**config.mk**
```make
export PLATFORM = sky130hd
export DESIGN_NAME = rr_mux_flat
export DESIGN_NICKNAME = d
export VERILOG_FILES = /design/src/rtl/mux_pkg.sv /design/src/rtl/rr_mux_if.sv /design/src/rtl/rr_pick.sv /design/src/rtl/rr_mux.sv /design/src/flat_wrapper.sv
export SDC_FILE = /design/constraint.sdc
export NUM_CORES = 1
export LEC_CHECK = 0
export CAP_MARGIN = 20
export CORE_ASPECT_RATIO = 0.7
export CORE_MARGIN = 2
export CORE_UTILIZATION = 46
export DETAILED_ROUTE_END_ITERATION = 8
export MAX_ROUTING_LAYER = met4
export PLACE_DENSITY = 0.82
export REMOVE_ABC_BUFFERS = 1
export SYNTH_ARGS = -nofsm -noshare
export SYNTH_HDL_FRONTEND = slang
export SYNTH_SLANG_ARGS = --single-unit
```
**constraint.sdc**
```tcl
create_clock -name clk -period 5.1 [get_ports clk]
set_clock_uncertainty 0.05 [all_clocks]
set_input_delay 0.765 -clock clk [delete_from_list [all_inputs] [get_ports clk]]
set_output_delay 0.765 -clock clk [all_outputs]
set_load 0.01 [all_outputs]
```
**src/rtl/mux_pkg.sv**
```systemverilog
// Shared constants for the round-robin / manual-select data multiplexer.
package mux_pkg;

  typedef enum logic {
    MODE_MANUAL = 1'b0,
    MODE_RR     = 1'b1
  } mode_e;

  localparam int DEF_WIDTH    = 8;
  localparam int DEF_CHANNELS = 6;

  // Channel-index width, never narrower than one bit.
  function automatic int sel_width(input int channels);
    return ($clog2(channels) < 1) ? 1 : $clog2(channels);
  endfunction

endpackage

```
**src/rtl/rr_mux_if.sv**
```systemverilog
// Input-channel and result handshake bundle for rr_mux.
interface rr_mux_if
  import mux_pkg::*;
#(
  parameter int WIDTH    = DEF_WIDTH,
  parameter int CHANNELS = DEF_CHANNELS
);
  localparam int SEL_W = sel_width(CHANNELS);

  logic [CHANNELS*WIDTH-1:0] d;
  logic [CHANNELS-1:0]       d_valid;
  logic [CHANNELS-1:0]       d_ready;
  logic                      mode;
  logic [SEL_W-1:0]          sel;
  logic [WIDTH-1:0]          res;
  logic [SEL_W-1:0]          res_sel;
  logic                      res_valid;
  logic                      res_ready;

  modport master (
    output d, d_valid, mode, sel, res_ready,
    input  d_ready, res, res_sel, res_valid
  );

  modport slave (
    input  d, d_valid, mode, sel, res_ready,
    output d_ready, res, res_sel, res_valid
  );

endinterface

```
**src/rtl/rr_pick.sv**
```systemverilog
// Combinational round-robin search: first valid channel after i_ptr, wrapping.
module rr_pick
  import mux_pkg::*;
#(
  parameter int CHANNELS = DEF_CHANNELS,
  parameter int SEL_W    = sel_width(CHANNELS)
) (
  input  logic [CHANNELS-1:0] i_valid,
  input  logic [SEL_W-1:0]    i_ptr,
  output logic                o_grant_any,
  output logic [SEL_W-1:0]    o_grant_idx
);

  int w_idx;

  // Scan farthest-first so the nearest valid channel after i_ptr wins;
  // k = CHANNELS revisits i_ptr itself, covering the single-requester case.
  always_comb begin
    // NOTE: every output gets a default before the loop so no latch is inferred.
    o_grant_any = 1'b0;
    o_grant_idx = '0;
    w_idx       = 0;
    for (int k = CHANNELS; k >= 1; k--) begin
      w_idx = (int'(i_ptr) + k) % CHANNELS;
      if (i_valid[w_idx]) begin
        o_grant_any = 1'b1;
        o_grant_idx = SEL_W'(w_idx);
      end
    end
  end

endmodule

```
**src/rtl/rr_mux.sv**
```systemverilog
// N-channel data multiplexer with manual or round-robin selection and a
// single registered output slot with valid/ready flow control.
module rr_mux
  import mux_pkg::*;
#(
  parameter int WIDTH    = DEF_WIDTH,
  parameter int CHANNELS = DEF_CHANNELS
) (
  input  logic    clk,
  input  logic    rst_n,
  rr_mux_if.slave bus
);

  localparam int SEL_W = sel_width(CHANNELS);
  localparam int VEXT  = 1 << SEL_W;

  logic [WIDTH-1:0]    r_res;
  logic [SEL_W-1:0]    r_res_sel;
  logic                r_res_valid;
  logic [SEL_W-1:0]    r_ptr;

  logic [VEXT-1:0]     w_valid_ext;
  logic                w_man_any;
  logic                w_rr_any;
  logic [SEL_W-1:0]    w_rr_idx;
  logic                w_rr_mode;
  logic                w_grant_any;
  logic [SEL_W-1:0]    w_grant_idx;
  logic                w_load;
  logic [WIDTH-1:0]    w_data;
  logic [CHANNELS-1:0] w_ready;

  // Zero-extend so out-of-range manual selects read as "not valid".
  assign w_valid_ext = VEXT'(bus.d_valid);
  assign w_man_any   = (int'(bus.sel) < CHANNELS) && w_valid_ext[bus.sel];
  assign w_rr_mode   = (mode_e'(bus.mode) == MODE_RR);

  rr_pick #(
    .CHANNELS (CHANNELS),
    .SEL_W    (SEL_W)
  ) u_pick (
    .i_valid     (bus.d_valid),
    .i_ptr       (r_ptr),
    .o_grant_any (w_rr_any),
    .o_grant_idx (w_rr_idx)
  );

  assign w_grant_any = w_rr_mode ? w_rr_any : w_man_any;
  assign w_grant_idx = w_rr_mode ? w_rr_idx : bus.sel;
  // rst_n gating keeps d_ready quiet while reset is held.
  assign w_load      = rst_n & w_grant_any & (~r_res_valid | bus.res_ready);

  always_comb begin
    w_data  = '0;
    w_ready = '0;
    for (int i = 0; i < CHANNELS; i++) begin
      if (w_grant_idx == SEL_W'(i)) begin
        w_data     = bus.d[i*WIDTH +: WIDTH];
        w_ready[i] = w_load;
      end
    end
  end

  // NOTE: sequential state uses non-blocking assignments so all registers
  // sample the pre-edge values of each other.
  always_ff @(posedge clk or negedge rst_n) begin
    if (!rst_n) begin
      r_res       <= '0;
      r_res_sel   <= '0;
      r_res_valid <= 1'b0;
      r_ptr       <= SEL_W'(CHANNELS - 1);
    end else if (w_load) begin
      r_res       <= w_data;
      r_res_sel   <= w_grant_idx;
      r_res_valid <= 1'b1;
      r_ptr       <= w_grant_idx;
    end else if (r_res_valid && bus.res_ready) begin
      r_res_valid <= 1'b0;
    end
  end

  assign bus.d_ready   = w_ready;
  assign bus.res       = r_res;
  assign bus.res_sel   = r_res_sel;
  assign bus.res_valid = r_res_valid;

endmodule

```
**src/flat_wrapper.sv**
```systemverilog
// flat-port wrapper written by rule: the top's interface ports become plain ports
module rr_mux_flat import mux_pkg::*;
#(
  parameter int WIDTH    = DEF_WIDTH,
  parameter int CHANNELS = DEF_CHANNELS
)
  (clk, rst_n, bus_d, bus_d_valid, bus_mode, bus_sel, bus_res_ready, bus_d_ready, bus_res, bus_res_sel, bus_res_valid);
  rr_mux_if #(.WIDTH(WIDTH), .CHANNELS(CHANNELS)) bus_i ();
  input  logic clk;
  input  logic rst_n;
  input wire logic [$bits(bus_i.d)-1:0] bus_d;
  input wire logic [$bits(bus_i.d_valid)-1:0] bus_d_valid;
  input wire logic [$bits(bus_i.mode)-1:0] bus_mode;
  input wire logic [$bits(bus_i.sel)-1:0] bus_sel;
  input wire logic [$bits(bus_i.res_ready)-1:0] bus_res_ready;
  output wire logic [$bits(bus_i.d_ready)-1:0] bus_d_ready;
  output wire logic [$bits(bus_i.res)-1:0] bus_res;
  output wire logic [$bits(bus_i.res_sel)-1:0] bus_res_sel;
  output wire logic [$bits(bus_i.res_valid)-1:0] bus_res_valid;
  assign bus_i.d = bus_d;
  assign bus_i.d_valid = bus_d_valid;
  assign bus_i.mode = bus_mode;
  assign bus_i.sel = bus_sel;
  assign bus_i.res_ready = bus_res_ready;
  assign bus_d_ready = bus_i.d_ready;
  assign bus_res = bus_i.res;
  assign bus_res_sel = bus_i.res_sel;
  assign bus_res_valid = bus_i.res_valid;
  rr_mux #(.WIDTH(WIDTH), .CHANNELS(CHANNELS)) u_core (.clk(clk), .rst_n(rst_n), .bus(bus_i));
endmodule
```
* After elaboration in Yosys (flattened, before gate mapping)
Index checks and enable logic that the tools add are counted.
** Cells by class
- $add $sub $neg :: 6
- Multiply operators :: 0
- Divide/modulo/power cells :: 6
- Magnitude comparators :: 8
- Equal/unequal tests :: 5
- Shift-type cells :: 0
- Muxes and demuxes :: 48
- Bitwise logic cells :: 4
- Reduce and logical (&&, ||, !) cells :: 4
** Operators by type and width (count)
- $lt 32x5->1 const B :: 6
- $mod 32x4->32 const B :: 6
- $mux 8 :: 6
- $mux 1 :: 28
- $bmux 1 s3 :: 7
- $mux 3 :: 7
- $add 3x3->4 const B :: 3
- $add 3x2->4 const B :: 2
- $eq 3x2->1 const B :: 2
- $eq 3x3->1 const B :: 2
- $add 3x1->4 const B :: 1
- $lt 3x4->1 const B :: 1
- $eq 3x1->1 const B :: 1
- $logic_not 3->1 :: 1
- $lt 3x3->1 const B :: 1
- $and 1x1->1 :: 2
- $logic_and 1x1->1 :: 2
- $reduce_bool 2->1 :: 1
- $not 1->1 :: 1
- $or 1x1->1 :: 1
** Storage, ports and cells
- Register bits after elaboration :: 15
- Latch bits :: 0
- Memory bits (writable) :: 0
- Bits in read-only memories :: 0
- Input bits :: 61
- Output and inout port bits :: 18
- Word-level logic and storage cells :: 85
- Memories :: 0

* Longest topological paths before layout
- Word-level depth :: 19
- Depth in mapped cells :: 18

* Modules after synthesis
A second synthesis with hierarchy kept.
** Unflattened totals
- Cell total of the unflattened synthesis :: 262
- Area total of the unflattened synthesis :: 2164.6 um^2
** By module, submodules not included
- rr_mux :: times used 1, cells each 138, area each 1242.4 um^2, seq. area each 352.8 um^2
- rr_pick :: times used 1, cells each 124, area each 922.1 um^2, seq. area each 0.0 um^2

* Worst setup path after synthesis
OpenSTA, ideal clock, no wires.
- Path kind :: flip-flop to output port
- Start :: reg u_core.r_ptr[0]
- End :: out bus_d_ready[5]
- Arrival time :: 3.823 ns
- Required time :: 4.285 ns
- Path slack :: 0.462 ns
- Cell stages (with the launch flop) :: 18
- Path through :: dfstp_2 > buf_2 > buf_4 > inv_1 > ha_1 > xor2_1 > inv_2 > ha_1 > nor2b_1 > a211oi_2 > nand3b_1 > o211a_1 > a211oi_1 > o2111ai_2 > a31o_2 > nor2_1 > inv_1 > nor3_1
** On the way
- Cells in the longest elaborated chain, start to end :: 15
- Elaborated cells between the ends (all ways) :: 48
- Those cells by class :: add/sub: 6; div: 6; eq/ne: 1; mux: 33; bitwise: 2
** Ends and longest elaborated chain
- start: declaration :: line rr_mux.sv:20 : logic [SEL_W-1:0] r_ptr;
- start signal: assignment :: line rr_mux.sv:71 : r_ptr <= SEL_W'(CHANNELS - 1);
- start signal: assignment :: line rr_mux.sv:76 : r_ptr <= w_grant_idx;
- $add 3x3->4 :: line rr_pick.sv:24 : w_idx = (int'(i_ptr) + k) % CHANNELS;
- $mod 32x4->32 :: line rr_pick.sv:24
- $bmux 1 s3 :: line rr_pick.sv:25 : if (i_valid[w_idx]) begin
- $mux 1 (implied by the code) (2 in series) :: line rr_pick.sv:25
- $mux 1 (6 in series) :: line rr_pick.sv:25
- $mux 1 :: line rr_mux.sv:48 : assign w_grant_any = w_rr_mode ? w_rr_any : w_man_any;
- $and 1x1->1 (2 in series) :: line rr_mux.sv:51 : assign w_load = rst_n & w_grant_any & (~r_res_valid | bus.res_ready);
- $mux 1 * :: line rr_mux.sv:57 : if (w_grant_idx == SEL_W'(i)) begin
- end: declaration :: line flat_wrapper.sv:16 : output wire logic [$bits(bus_i.d_ready)-1:0] bus_d_ready;
Every way passes the cells marked *; elsewhere a longest branch is shown, timed or not. The select of a mux whose other input is x is not followed.

* Worst setup path after layout
- Start :: reg u_core.r_ptr[1]
- End :: out bus_d_ready[4]
Same word-level chain as after synthesis.

==> summary.md <==
| Metric | Value |
|---|---|
| Run status | finished, final reports clean |
| H-tree depth | 1 |
| Initial antenna violation count | 0 |
| First-pass GRT wire length | 12500 um |
| Most frequent cells in the layout | clkdlybuf4s50_1 (75), mux2i_1 (31), nand2_1 (28), buf_4 (25), nor2_1 (16) |
| Sequential cell area | 354 um2 |
| # DRC | 0 |
| CP Max Fanout | 9 |
| Inserted Clock Buffers | 3 |
| Diode count | 0 |
| Post-Synthesis Cell Area | 0.00224 mm2 |
| Worst min path class | reg -> reg |
| Max stage delay cell, worst path | clkdlybuf4s50_1 |
| Synth Flop Type | dfrtp_1 |
| Min Tclk post-route | 5.06 ns |
| Largest net degree at the start of global routing | 24 |
| Cell variety after synth | 74 |
| CP Cell Sequence | buf_4 -> ha_1 -> a21o_1 -> ha_1 -> nand2b_1 -> o21a_4 -> a211o_1 -> a22oi_2 -> buf_4 -> nor4_2 -> nor3_2 -> nand2_1 -> nor3_2 -> clkdlybuf4s50_1 |
| CTS tree | done |
| Ports | 79 |
| Drt pass-1 iters | 5 |
| Hold-fix buffers, CTS | 0 |
| DP HPWL | 6150 um |
| CP startpoint | u_core.r_ptr[1]$_DFFE_PN0P_ |
| Capture point of the worst reg-to-reg path | u_core.bus.res[5]$_DFFE_PN0P_ |
| Routed WL | 7940 um |
| Gpl congestion | 0.993 |
| RR Startpoint | u_core.r_ptr[1]$_DFFE_PN0P_ |
| Clock sinks | 14 |
| CP Capture Type | output pin |
| Fillers | 384 |
| Die area | 0.00544 mm2 |
| Port Buffers | 78 |
| Post-synth EDFFs | 0 |
| Worst Path Arrival | 4.25 ns |
| Vias | 2637 |
| Peak supply drop | 0.360 mV |
| Register area share after synthesis | 0.158 |
| Hold_ws | 0.445 ns |
| Leakage power | 1.45 nW |
| Multi-input gate area | 0.00182 mm2 |
| CP startpoint kind | flip-flop |
| Total global routing overflow | 0 |
| Tot GR Track Use | 0.297 |
| Mean area per synthesized cell | 8.41 um2 |
| Worst-skew pair later-pin latency | 0.25 ns |
| Post-DRT Antenna Nets | 0 |
| Vias in the first global route | 2453 |
| CTS root buffer | clkbuf_8 |
| Max-cap violations | 0 |
| # setup viols final | 0 |
| Site Rows | 21 |
| Iteration-0 DRC Markers | 229 |
| Worst reg-to-reg setup slack | 0.78 ns |
| PwrDens | 765 mW/mm2 |
| Share of cells above drive strength 1 | 0.171 |
| CP Class | reg -> out |
| Max incr delay on CP | 0.56 ns |
| Req. time, crit path | 4.28 ns |
| R2r worst-path depth | 17 |
| Critical Path End | bus_d_ready[4] |
| Cells after Synth | 266 |
| Max Slew Vio Count | 0 |
| Total power | 0.00253 W |
| Synth-to-layout area growth | 48.1% |
| Synth async-reset ratio | 1.00 |
| Via density | 6.29 |
| Core area | 0.00473 mm2 |
| Rel. slew slack | 0.515 |
| CTS clk-pin slew, worst paths | 0.06 ns |
| RSZ-0062 raised after global routing | true |
| FMAX | 0.198 GHz |
| Most common cell after layout, fill and taps aside | clkdlybuf4s50_1 |
| Synth Warn # | 0 |
| Drt wl/cell | 18.9 um |
| Period utilisation layout | 0.992 |
| Initial Util | 0.473 |
| Max Root-Sink Buffers | 2 |
| Final hold violation count | 0 |
| Worst-margin pin slew | 0.723 ns |
| Final Net Count | 438 |
| Die Ht | 62.3 um |
| Die Wd | 87.3 um |
| Yosys reg bits | 14 |
| Utilization after layout | 0.700 |
[Yosys cell counts (2+ instances only)]
library cell  number  share of area
clkbuf_1           2         0.0034
nand2b_1           5          0.014
nand2_1           28          0.047
buf_4              2         0.0067
a21boi_0           2         0.0067
nor3_1             5          0.011
a31oi_1            4          0.011
nor4_1             3         0.0084
o21a_1             4          0.013
o2111ai_1          2         0.0078
a211o_1            4          0.016
o221a_2            2          0.010
buf_6              2          0.010
a221o_1            8          0.036
dfstp_2            2          0.024
nor2_1            16          0.027
o32ai_1            2         0.0078
mux2i_1           31           0.14
dfrtp_1           12           0.13
buf_2              4         0.0090
o21ai_0            9          0.020
inv_1             10          0.017
o211ai_1          10          0.034
or3_1              5          0.014
o211a_1            2         0.0090
nor2b_1            4          0.011
o21ai_1            4         0.0090
nand3_1            6          0.013
a21oi_1            8          0.018
a211oi_1           3          0.010
ha_1              14          0.078
inv_2              2         0.0034
a21o_1             2         0.0067
o311ai_1           2         0.0078
nand3b_1           2         0.0067
and3_1             5          0.014
[how the worst min path moves through the flow]
stage | to | cells after the start | from | slack [ns]
2_1_floorplan | u_core.bus.res[0]$_DFFE_PN0P_ | 0 | rst_n | 0.42
3_3_place_gp | u_core.bus.res_sel[0]$_DFFE_PN0P_ | 2 | u_core.bus.res_sel[0]$_DFFE_PN0P_ | 0.43
3_5_place_dp | u_core.bus.res_sel[0]$_DFFE_PN0P_ | 2 | u_core.bus.res_sel[0]$_DFFE_PN0P_ | 0.42
4_1_cts | u_core.bus.res_sel[0]$_DFFE_PN0P_ | 2 | u_core.bus.res_sel[0]$_DFFE_PN0P_ | 0.45
5_1_grt | u_core.bus.res[7]$_DFFE_PN0P_ | 2 | u_core.bus.res[7]$_DFFE_PN0P_ | 0.49
6_report | u_core.bus.res_sel[0]$_DFFE_PN0P_ | 2 | u_core.bus.res_sel[0]$_DFFE_PN0P_ | 0.45
[critical path: cells and delay by family, from the launching register on]
family                   cells  cell delay (ns)
flip-flops                   1             0.46
buffers and inverters        3             0.92
AO/OA/AOI/OAI                4             1.05
adder cells (fa/ha/maj)      2             0.52
AND/OR/NAND/NOR              5             1.06
[cells by family after synthesis]
kind of cell / count (synthesis) / synth area share
DFF: 14 / 0.158
buffers and inverters: 23 / 0.0582
adders and majority gates: 14 / 0.0783
muxes: 33 / 0.154
and+or+nand+nor: 90 / 0.206
xor gates and xnor gates: 3 / 0.0151
AOI/OAI and AO/OA: 89 / 0.331
[registers in the layout (all words and copies together) (netlist names)]
signal                count
u_core.bus.res            8
u_core.r_ptr              3
u_core.bus.res_sel        2
u_core.bus.res_valid      1
[stage by stage]
| stage | worst slack [ns] | instances | TNS, ns | area, um2 |
|---|---|---|---|---|
| 6_report | 0.0400 | 419 | 0 | 3310 |
| 5_1_grt | -0.152 | 419 | -0.275 | 3310 |
| 4_1_cts | 0.0415 | 415 | 0 | 3230 |
| 3_5_place_dp | 0.0181 | 407 | 0 | 3130 |
| 3_3_place_gp | 0.118 | 407 | 0 | 3130 |
| 2_1_floorplan | 0.275 | 255 | 0 | 2150 |
[what timing repair did]
item                                    CTS  global route
pin swaps                                 2             2
endpoints found under the setup margin    6             6
buffers inserted                          4             4
resized for setup                         8            12
cloned                                    0             0
[routing by layer]
| layer | routed length, um | up-vias | global-route usage |
|---|---|---|---|
| met5 | 0 | - | - |
| met4 | 39 | 0 | 0.0462 |
| met3 | 684 | 6 | 0.0439 |
| met2 | 3540 | 148 | 0.415 |
| met1 | 3680 | 1262 | 0.457 |
| li1 | - | 1221 | - |
[layout make-up]
class | instances | share of cell area
clock buffers | 4 | 0.0166
well taps | 57 | 0.0215
inverters | 12 | 0.0136
flip-flops and latches | 14 | 0.107
repair buffers | 103 | 0.291
multi-input cells | 229 | 0.550
[report_power, final]
group / switching, W / internal (W)
Combinational: 0.00123 / 0.000982
Clock: 0.0000450 / 0.0000685
Sequential: 0.0000366 / 0.000169
Total: 0.00131 / 0.00122
Note: power is estimated with default switching activity, not from simulation.
